===== config.mk =====
export PLATFORM = sky130hd
export DESIGN_NAME = double_to_long
export DESIGN_NICKNAME = d
export VERILOG_FILES = /design/src/rtl/double_pkg.sv /design/src/rtl/double_unpack.sv /design/src/rtl/double_to_long.sv
export SDC_FILE = /design/constraint.sdc
export NUM_CORES = 1
export LEC_CHECK = 0
export ABC_AREA = 1
export BUFFER_PORTS_ARGS = -buffer_cell sky130_fd_sc_hd__buf_2
export CORE_MARGIN = 3
export CORE_UTILIZATION = 40
export DETAILED_ROUTE_END_ITERATION = 7
export SLEW_MARGIN = 5
export SYNTH_ARGS = -nofsm -noshare
export SYNTH_HDL_FRONTEND = slang
export SYNTH_HIERARCHICAL = 1
export SYNTH_SLANG_ARGS = --single-unit

===== constraint.sdc =====
create_clock -name clk -period 11.14 [get_ports clk]
set_input_delay 1.114 -clock clk [delete_from_list [all_inputs] [get_ports clk]]
set_output_delay 1.114 -clock clk [all_outputs]
set_load 0.01 [all_outputs]

===== src/rtl/double_pkg.sv =====
// double_pkg: shared binary64 field constants and slice helpers for the double conversion blocks.
package double_pkg;
  localparam int EXP_BIAS = 1023;
  localparam int MANT_BITS = 52;
  localparam logic [10:0] EXP_MAX = 11'd2047;
  localparam logic [63:0] INT64_MAX = 64'h7FFF_FFFF_FFFF_FFFF;
  localparam logic [63:0] INT64_MIN = 64'h8000_0000_0000_0000;
  function automatic logic f_sign(input logic [63:0] a);
    return a[63];
  endfunction
  function automatic logic [10:0] f_exp(input logic [63:0] a);
    return a[62:52];
  endfunction
  function automatic logic [51:0] f_frac(input logic [63:0] a);
    return a[51:0];
  endfunction
endpackage


===== src/rtl/double_unpack.sv =====
// double_unpack: splits a binary64 into sign/exponent/fraction and classifies NaN, Inf, zero and denormal.
module double_unpack
  import double_pkg::*;
(
  input  logic [63:0] a_i,
  output logic        sign_o,
  output logic [10:0] exp_o,
  output logic [51:0] frac_o,
  output logic [52:0] mant_o,
  output logic        nan_o,
  output logic        inf_o,
  output logic        zero_o,
  output logic        denorm_o
);
  assign sign_o   = f_sign(a_i);
  assign exp_o    = f_exp(a_i);
  assign frac_o   = f_frac(a_i);
  assign mant_o   = {exp_o != '0, frac_o};
  assign nan_o    = (exp_o == EXP_MAX) && (frac_o != '0);
  assign inf_o    = (exp_o == EXP_MAX) && (frac_o == '0);
  assign zero_o   = (exp_o == '0) && (frac_o == '0);
  assign denorm_o = (exp_o == '0) && (frac_o != '0);
endmodule


===== src/rtl/double_to_long.sv =====
// double_to_long: 3-stage binary64 -> int64 converter, truncating toward zero and saturating on overflow.
module double_to_long
  import double_pkg::*;
#(
  parameter logic [63:0] NAN_RESULT = 64'h8000_0000_0000_0000
) (
  input  logic        clk,
  input  logic        rst,
  input  logic [63:0] in_a,
  input  logic        in_valid,
  output logic        in_ready,
  output logic [63:0] out_z,
  output logic        out_valid,
  input  logic        out_ready,
  output logic        out_overflow,
  output logic        out_invalid
);
  localparam logic [10:0] E_ONE    = 11'(EXP_BIAS);
  localparam logic [10:0] E_UNIT   = 11'(EXP_BIAS + MANT_BITS);
  localparam logic [10:0] E_BIG    = 11'(EXP_BIAS + 63);
  localparam logic [10:0] E_RCLAMP = E_UNIT - 11'd63;
  logic        adv;
  logic        s, nan, inf, zero, denorm;
  logic [10:0] e;
  logic [51:0] f;
  logic [52:0] m;
  logic        big_d, small_d, min_d, left_d;
  logic [5:0]  sh_d;
  logic [63:0] mag_d, z_d;
  logic        ovf_d;
  logic        v1_q, s1_q, nan1_q, big1_q, small1_q, min1_q, left1_q;
  logic [52:0] m1_q;
  logic [5:0]  sh1_q;
  logic        v2_q, s2_q, nan2_q, big2_q, min2_q;
  logic [63:0] mag2_q;
  logic        v3_q, ovf3_q, inv3_q;
  logic [63:0] z3_q;
  double_unpack u_unpack (
    .a_i      (in_a),
    .sign_o   (s),
    .exp_o    (e),
    .frac_o   (f),
    .mant_o   (m),
    .nan_o    (nan),
    .inf_o    (inf),
    .zero_o   (zero),
    .denorm_o (denorm)
  );
  assign adv          = out_ready | ~v3_q;
  assign in_ready     = adv;
  assign out_valid    = v3_q;
  assign out_z        = z3_q;
  assign out_overflow = ovf3_q;
  assign out_invalid  = inv3_q;
  always_comb begin
    big_d   = (e >= E_BIG) | inf | nan;
    small_d = zero | denorm | (e < E_ONE);
    min_d   = s & (e == E_BIG) & (f == '0);
    left_d  = e >= E_UNIT;
    // only the low 6 bits of a left shift matter: anything past 10 is already saturated by big
    sh_d    = left_d ? 6'(e - E_UNIT) : (e <= E_RCLAMP ? 6'd63 : 6'(E_UNIT - e));
    mag_d   = small1_q ? '0 : left1_q ? {11'b0, m1_q} << sh1_q : {11'b0, m1_q} >> sh1_q;
    z_d     = nan2_q ? NAN_RESULT : min2_q ? INT64_MIN : big2_q ? (s2_q ? INT64_MIN : INT64_MAX) :
              s2_q ? -mag2_q : mag2_q;
    ovf_d   = ~nan2_q & big2_q & ~min2_q;
  end
  always_ff @(posedge clk or posedge rst) begin
    if (rst) begin
      v1_q     <= 1'b0;
      s1_q     <= 1'b0;
      nan1_q   <= 1'b0;
      big1_q   <= 1'b0;
      small1_q <= 1'b0;
      min1_q   <= 1'b0;
      left1_q  <= 1'b0;
      m1_q     <= '0;
      sh1_q    <= '0;
      v2_q     <= 1'b0;
      s2_q     <= 1'b0;
      nan2_q   <= 1'b0;
      big2_q   <= 1'b0;
      min2_q   <= 1'b0;
      mag2_q   <= '0;
      v3_q     <= 1'b0;
      z3_q     <= '0;
      ovf3_q   <= 1'b0;
      inv3_q   <= 1'b0;
    end else if (adv) begin
      v1_q     <= in_valid;
      s1_q     <= s;
      nan1_q   <= nan;
      big1_q   <= big_d;
      small1_q <= small_d;
      min1_q   <= min_d;
      left1_q  <= left_d;
      m1_q     <= m;
      sh1_q    <= sh_d;
      v2_q     <= v1_q;
      s2_q     <= s1_q;
      nan2_q   <= nan1_q;
      big2_q   <= big1_q;
      min2_q   <= min1_q;
      mag2_q   <= mag_d;
      v3_q     <= v2_q;
      z3_q     <= z_d;
      ovf3_q   <= ovf_d;
      inv3_q   <= nan2_q;
    end
  end
endmodule


; ---- Word-level counts from Yosys, hierarchy flattened
; Index checks and enable logic that the tools add are counted.
; Widths: inputs -> output; s select.
[totals]
register_bits = 202
inputBits = 68
elab_cells = 59
[op_classes]
reduce_logical = 8
n_lt_le_gt_ge = 4
n_eq_ne = 2
n_shift = 2
n_bitwise = 12
muxes = 9
n_addsub = 3
[ops]
columns = operator, n
row1 = $mux 64, 7
row2 = $neg 64->64, 1
row3 = $shl 53x6->64, 1
row4 = $shr 53x6->64, 1
row5 = $logic_not 52->1, 1
row6 = $reduce_bool 52->1, 1
row7 = $eq 11x11->1 const B, 2
row8 = $ge 11x11->1 const B, 2
row9 = $mux 6, 2
row10 = $le 11x10->1 const B, 1
row11 = $logic_not 11->1, 1
row12 = $lt 11x10->1 const B, 1
row13 = $reduce_bool 11->1, 1
row14 = $sub 6x6->6 const A, 1
row15 = $sub 6x6->6 const B, 1
row16 = $or 1x1->1, 5
row17 = $and 1x1->1, 4
row18 = $logic_and 1x1->1, 4
row19 = $not 1->1, 3

; ---- Logic depth before layout (Yosys ltp)
; Gate-level depths: netlist of the first run.
[logic_depth]
ltp_word = 5
depth_mapped = 14
depth_no_buf = 14

; ---- By module
; The synthesis of the first run kept the hierarchy.
[modules_own_cells]
columns = module, instances, cells_each, area_each_um2
row1 = double_to_long, 1, 2847, 17170.2
row2 = double_unpack, 1, 182, 1176.1

; ---- Worst setup path after synthesis of the first run
; No wires, ideal clock.
[synth_timing]
kind = input-to-output
from = input port out_ready
to = output port in_ready
path_stages = 4
path_slack_ns = 8.151
t_arrival_ns = 1.875
cell_sequence = nor2_2 -> inv_1 -> clkbuf_1 -> clkbuf_1
[synth_between]
elab_chain_len = 1
[synth_lines]
columns = item, line_no
row1 = "start, declared", double_to_long.sv:14  ; input logic out_ready,
row2 = $or 1x1->1, double_to_long.sv:49  ; assign adv = out_ready | ~v3_q;
row3 = "end, declared", double_to_long.sv:11  ; output logic in_ready,
; Every way passes these cells.

; ---- Worst setup path in the final report of the first run
; Ends and elaborated chain as after synthesis.

==> impl_metrics.json, run 1 <==
{
  "min-delay-start": "out_z[42]$_DFFE_PP0P_",
  "cts_resized": 0,
  "yosys-top-cells-area": "dfrtp_1, nand2_1, nand3_1, buf_4, nor2_1",
  "critPathTopFamily": "buffers and inverters",
  "rows": 77,
  "die_w_um": 220,
  "cts-htree-levels": 1,
  "tightestPinTransition_ns": 1.15,
  "cp_slowest_cell": "buf_4",
  "vias": 20800,
  "worstReg2RegEnd": "mag2_q[1]$_DFFE_PP0P_",
  "grtUsageTotal": 0.334,
  "grt_pass1_wl_um": 122000,
  "cts_hold_buf": 0,
  "final-setup-viol-count": 0,
  "hold-worst-slack_ns": 0.469,
  "first_pass_iters": 6,
  "clock_latency_ns": 0.57,
  "drtIter0Drc": 3147,
  "globalRouteOverflowTotal": 0,
  "r2r_start": "sh1_q[0]$_DFFE_PP0P_",
  "ios": 136,
  "ir_drop_mv": 0.146,
  "cts_sinks": 202,
  "drc_errors": 0,
  "post-place-ws_ns": 7.01,
  "fin_skew_ns": 0.0123,
  "hold_class": "flop to flop",
  "antenna_left": 0,
  "ys_seq_area_frac": 0.276,
  "max_freq_mhz": 264,
  "nNetsFinal": 3010,
  "synthTopCellsByCount": "nand2_1, nand3_1, nor2_1",
  "clkSlewWorstSetupHoldPaths_ns": 0.06,
  "yosysWarnings": 6,
  "critPathRequiredTime_ns": 10.03,
  "cts_buffer_depth": 3,
  "clockRootBuffer": "clkbuf_16",
  "die-area_um2": 48500,
  "synth_top_area_cell": "dfrtp_1",
  "period_share": 0.340,
  "critPathLaunchType": "input port",
  "drv_slew": 0,
  "routabilityCongestion": 1.05,
  "crit_type": "input port to primary output",
  "portBuffers": 135,
  "yosysUniqueCellTypes": 55,
  "drive_gt1_frac": 0.108,
  "rsz0062_at_grt": "no",
  "synth_area_um2": 18300,
  "drt-vias-per-instance": 5.85,
  "cts_buffers": 25,
  "path_cells": "buf_2, nor2_4, buf_4, inv_2, buf_2",
  "worstHoldPathCells": 2,
  "crit_top_cell": "buf_2",
  "cp.arrival_ns": 2.68,
  "cts_tree": "built",
  "maxCapViolations": 0,
  "yosysMostFrequentCell": "nand2_1",
  "setup_slack_ns": 7.35,
  "critPathMaxFanout": 75,
  "fin_setup_tns_ns": 0,
  "start_util": 0.410,
  "cpPeakStageDelay_ns": 0.58,
  "area_delta_synth_final_pct": 4.21,
  "outcome": "complete, no violations",
  "nFillCells": 4878,
  "holdPathEnd": "out_z[42]$_DFFE_PP0P_",
  "cts_setup_buffers": 0,
  "avgSynthCellArea_um2": 6.06,
  "grt_max_degree": 92,
  "post-route-util": 0.427,
  "grt_pass1_vias": 19100,
  "power_density_nw_per_um2": 307,
  "end_kind": "primary output",
  "syn_inst": 3029,
  "slew-limit-headroom": 0.233,
  "min_period_ns": 3.79,
  "synth-seq-cells": 202,
  "reg2reg_depth": 11,
  "drt-total-wl_um": 81800,
  "syn_nets": 3102,
  "power_leakage_nw": 9.75,
  "die_y_um": 220,
  "antenna_found_initial": 2,
  "synth_flop_cell": "dfrtp_1",
  "hpwlAfterDp_um": 63700,
  "yosysTopAreaCellShare": 0.276,
  "worst-path-buf-inv": 4,
  "wire_per_inst_um": 23.1,
  "core-area_um2": 44800,
  "synth-edff-count": 0,
  "final_hold_viol_count": 0,
  "synthArstFlopShare": 1.00,
  "ff2ff_setup_slack_ns": 7.67
}
==> per-layer routing <==
layer | track usage | part of all wire | wire (um)
met5 | 0 | 0.00027 | 22
met4 | 0.130 | 0.043 | 3540
met3 | 0.0703 | 0.11 | 8590
met2 | 0.486 | 0.41 | 33700
met1 | 0.484 | 0.44 | 35900
==> worst reg2reg max path, cell delays in order, from the launching register on <==
cell and delay [ns]:
dfrtp_2 0.69, inv_2 0.89, nand2_1 0.28, nand3_1 0.17, nand3_1 0.27, nand3_1 0.24, nand3_1 0.27, nand2_1 0.25
nand2_1 0.07, nand3_1 0.10, nand2_1 0.07, nand2_1 0.08
==> area by class of cell <==
type	count	area (um2)	share of cell area
multi-input cells	2429	11200	0.585
flip-flops and latches	202	5060	0.265
repair buffers	164	893	0.0467
well taps	592	741	0.0387
clock buffers	38	734	0.0384
inverters	115	444	0.0232
clock inverters	6	52.6	0.00275
diodes	1	2.50	0.000131
==> logic make-up after synthesis <==
group                    Yosys count  synth area share
XOR/XNOR                           9           0.00430
AO/OA/AOI/OAI                    214            0.0657
flip-flops                       202             0.276
adder cells (fa/ha/maj)            5           0.00341
buffers and inverters            398             0.115
AND/OR/NAND/NOR                 2201             0.536
==> placed cells by master (no fill, tap or decap), types with 29 or more instances in the layout <==
cell / synthesis / routed
buf_2: 53 / 135
o21ai_0: 72 / 72
buf_4: 126 / 29
inv_1: 107 / 103
dfrtp_1: 202 / 196
nand2_2: 34 / 34
nor2_1: 219 / 218
nand2_1: 1064 / 1064
a21oi_1: 62 / 62
o21ai_1: 31 / 31
nand3_1: 749 / 749
==> how the worst max path moves through the flow <==
stage,slack [ns],cells after the start,start,endpoint
3_5_place_dp,7.01,11,out_ready,mag2_q[45]$_DFFE_PP0P_
2_1_floorplan,4.52,1,rst,big1_q$_DFFE_PP0P_
5_1_grt,7.18,5,out_ready,in_ready
6_report,7.35,5,out_ready,in_ready
3_3_place_gp,7.10,12,out_ready,mag2_q[40]$_DFFE_PP0P_
4_1_cts,7.32,5,out_ready,in_ready
==> registers in the layout, summed over array words and instances (netlist names) <==
signal	count
nan1_q	1
s1_q	1
out_valid	1
s2_q	1
out_overflow	1
big2_q	1
out_invalid	1
nan2_q	1
mag2_q	64
small1_q	1
big1_q	1
m1_q	53
left1_q	1
min2_q	1
v1_q	1
sh1_q	6
out_z	64
min1_q	1
v2_q	1
==> metrics by stage <==
| step | power (mW) | cell area [um2] | std cells |
|---|---|---|---|
| floorplan | 3.69 | 18300 | 3029 |
| global placement | 4.97 | 18300 | 3502 |
| detailed placement | 4.96 | 18300 | 3502 |
| CTS | 5.78 | 19100 | 3546 |
| global route | 6.29 | 19100 | 3546 |
| finish | 5.88 | 19100 | 3547 |
==> where the power goes <==
part           switching, mW  leakage [nW]  internal, mW
clock                  0.339         0.389         0.455
sequential             0.297          2.53         0.980
combinational           2.78          6.83          1.03
(Power assumes the default switching activity.)
==> inputs of run 2 (changes only) <==
- clock period: 11.14 -> 3.28 ns (I/O delays scaled with it)
==> run 2 against run 1 <==
- count of clock-buffer cells in the layout decreased by 8
- clock skew increased by 0.022 ns
- worst hold slack got worse by 0.44 ns
- global-route usage increased by 1.8 points
- clock power increased to 3.7 times the previous value
- flip-flop and latch count unchanged
- setup slack got worse by 6.7 ns
- critical path type is now flop to primary output
- largest cell class unchanged
==> impl_metrics.json, run 2 (synthesis results as in run 1) <==
{
  "fin_skew_ns": 0.0341,
  "cts_sinks": 202,
  "cp-startpoint": "out_valid$_DFFE_PP0P_",
  "slew-limit-headroom": 0.311,
  "crit_type": "flop to primary output",
  "power_switching_mw": 11.9,
  "cts_buffer_depth": 3,
  "drt-total-wl_um": 86900,
  "drc_errors": 0,
  "grtUsageTotal": 0.352,
  "p_int_mw": 8.86,
  "cts_buffers": 25,
  "antenna_found_initial": 0,
  "final_common_cell": "nand2_1",
  "antenna_left": 0,
  "clockRootBuffer": "clkbuf_16",
  "hold_class": "input port to flop",
  "hpwlAfterDp_um": 67100,
  "sequentialPowerShare": 0.208,
  "ios": 136,
  "critPathMaxFanout": 56,
  "power_density_nw_per_um2": 1030,
  "r2r_start": "sh1_q[3]$_DFFE_PP0P_",
  "portBuffers": 135,
  "tightestPinTransition_ns": 1.03,
  "period_share": 0.808,
  "diodes": 0,
  "hold-worst-slack_ns": 0.0324,
  "clock_latency_ns": 0.57,
  "routabilityCongestion": 1.04,
  "wire_per_inst_um": 23.9,
  "final_cell_mix": "nand2_1, nand3_1, nor2_1, dfrtp_1, buf_2",
  "drive_gt1_frac": 0.118,
  "grt_pass1_wl_um": 127000,
  "maxCapViolations": 0,
  "grt_max_degree": 171,
  "power_leakage_nw": 10.2,
  "ff2ff_setup_slack_ns": 0.71,
  "start_util": 0.410,
  "die_y_um": 220,
  "p_clk_frac": 0.142,
  "ir_drop_mv": 0.571,
  "cp.arrival_ns": 2.32,
  "stdcell_area_um2": 20200,
  "cts_resized": 0,
  "rows": 77,
  "cts_tree": "built",
  "min_period_ns": 2.65,
  "die-area_um2": 48500,
  "worstSetupEndpoint": "in_ready",
  "sw_frac_of_total": 0.572,
  "reg2reg_depth": 10,
  "drv_slew": 0,
  "clkSlewWorstSetupHoldPaths_ns": 0.06,
  "die_w_um": 220,
  "globalRouteOverflowTotal": 0,
  "worstReg2RegEnd": "mag2_q[15]$_DFFE_PP0P_",
  "area_delta_synth_final_pct": 9.85,
  "nNetsFinal": 3094,
  "core-area_um2": 44800,
  "grt_pass1_vias": 19600,
  "rsz0062_at_grt": "no",
  "drtIter0Drc": 2812,
  "end_kind": "primary output",
  "outcome": "complete, no violations",
  "cts-htree-levels": 1,
  "comb_power_share": 0.650,
  "fin_setup_tns_ns": 0,
  "final-setup-viol-count": 0,
  "nFillCells": 4913,
  "placed_cell_area_um2": 18800,
  "first_pass_iters": 7,
  "drt-vias-per-instance": 5.92,
  "vias": 21500,
  "max_freq_mhz": 378,
  "critPathLaunchType": "flop",
  "cts_setup_buffers": 0,
  "critPathRequiredTime_ns": 2.95,
  "final_hold_viol_count": 0
}
[run 2: critical path, cell delays in order, from the launching register on]
cell and delay, ns:
dfrtp_1 0.37, inv_1 0.09, nor2_4 0.08, inv_2 0.66, buf_12 0.31, buf_2 0.18
[run 2: through the flow]
stage,cells,power (mW),worst slack [ns],utilization
4_1_cts,3632,20.4,0.611,0.450
3_5_place_dp,3535,17.3,0.845,0.419
3_3_place_gp,3535,17.4,0.839,0.419
2_1_floorplan,3029,12.5,0.336,-
5_1_grt,3632,22.1,0.516,0.450
6_report,3632,20.7,0.631,0.450
[run 2: layout make-up]
cell class                      instances  area [um2]  share of cell area
Multi-Input combinational cell       2429       11200               0.555
Clock buffer                           30         684              0.0340
Inverter                              115         439              0.0218
Timing Repair Buffer                  248        1860              0.0925
Clock inverter                         16         178             0.00882
Tap cell                              592         741              0.0368
Sequential cell                       202        5060               0.251
[run 2: routing by layer]
metal  GRT usage  share of wire
met1       0.512           0.44
met2       0.520           0.42
met3      0.0777           0.10
met4       0.110          0.037
met5           0              0
[run 2: power by group through the flow]
| stage | clock network, mW | logic [mW] | registers (mW) |
|---|---|---|---|
| after global routing | 3.10 | 14.6 | 4.39 |
| after global placement | 0 | 13.1 | 4.29 |
| final | 2.95 | 13.5 | 4.31 |
| after floorplan | 0 | 8.43 | 4.09 |
| after detailed placement | 0 | 13.0 | 4.32 |
| after CTS | 3.00 | 13.1 | 4.28 |
[run 2: what timing repair did]
action,CTS,global route
hold endpoints to repair,57,0
endpoints found under the setup margin,0,0
hold buffers,51,0
[run 2: worst min path at each step]
stage,from,end,slack (ns),cells past startpoint
after floorplan,v2_q$_DFFE_PP0P_,out_valid$_DFFE_PP0P_,0.44,1
after detailed placement,rst,mag2_q[63]$_DFFE_PP0P_,0.32,2
after global routing,in_a[38],m1_q[38]$_DFFE_PP0P_,0.02,3
after global placement,rst,mag2_q[63]$_DFFE_PP0P_,0.31,2
final,in_a[38],m1_q[38]$_DFFE_PP0P_,0.03,3
after CTS,in_a[38],m1_q[38]$_DFFE_PP0P_,0.002,3
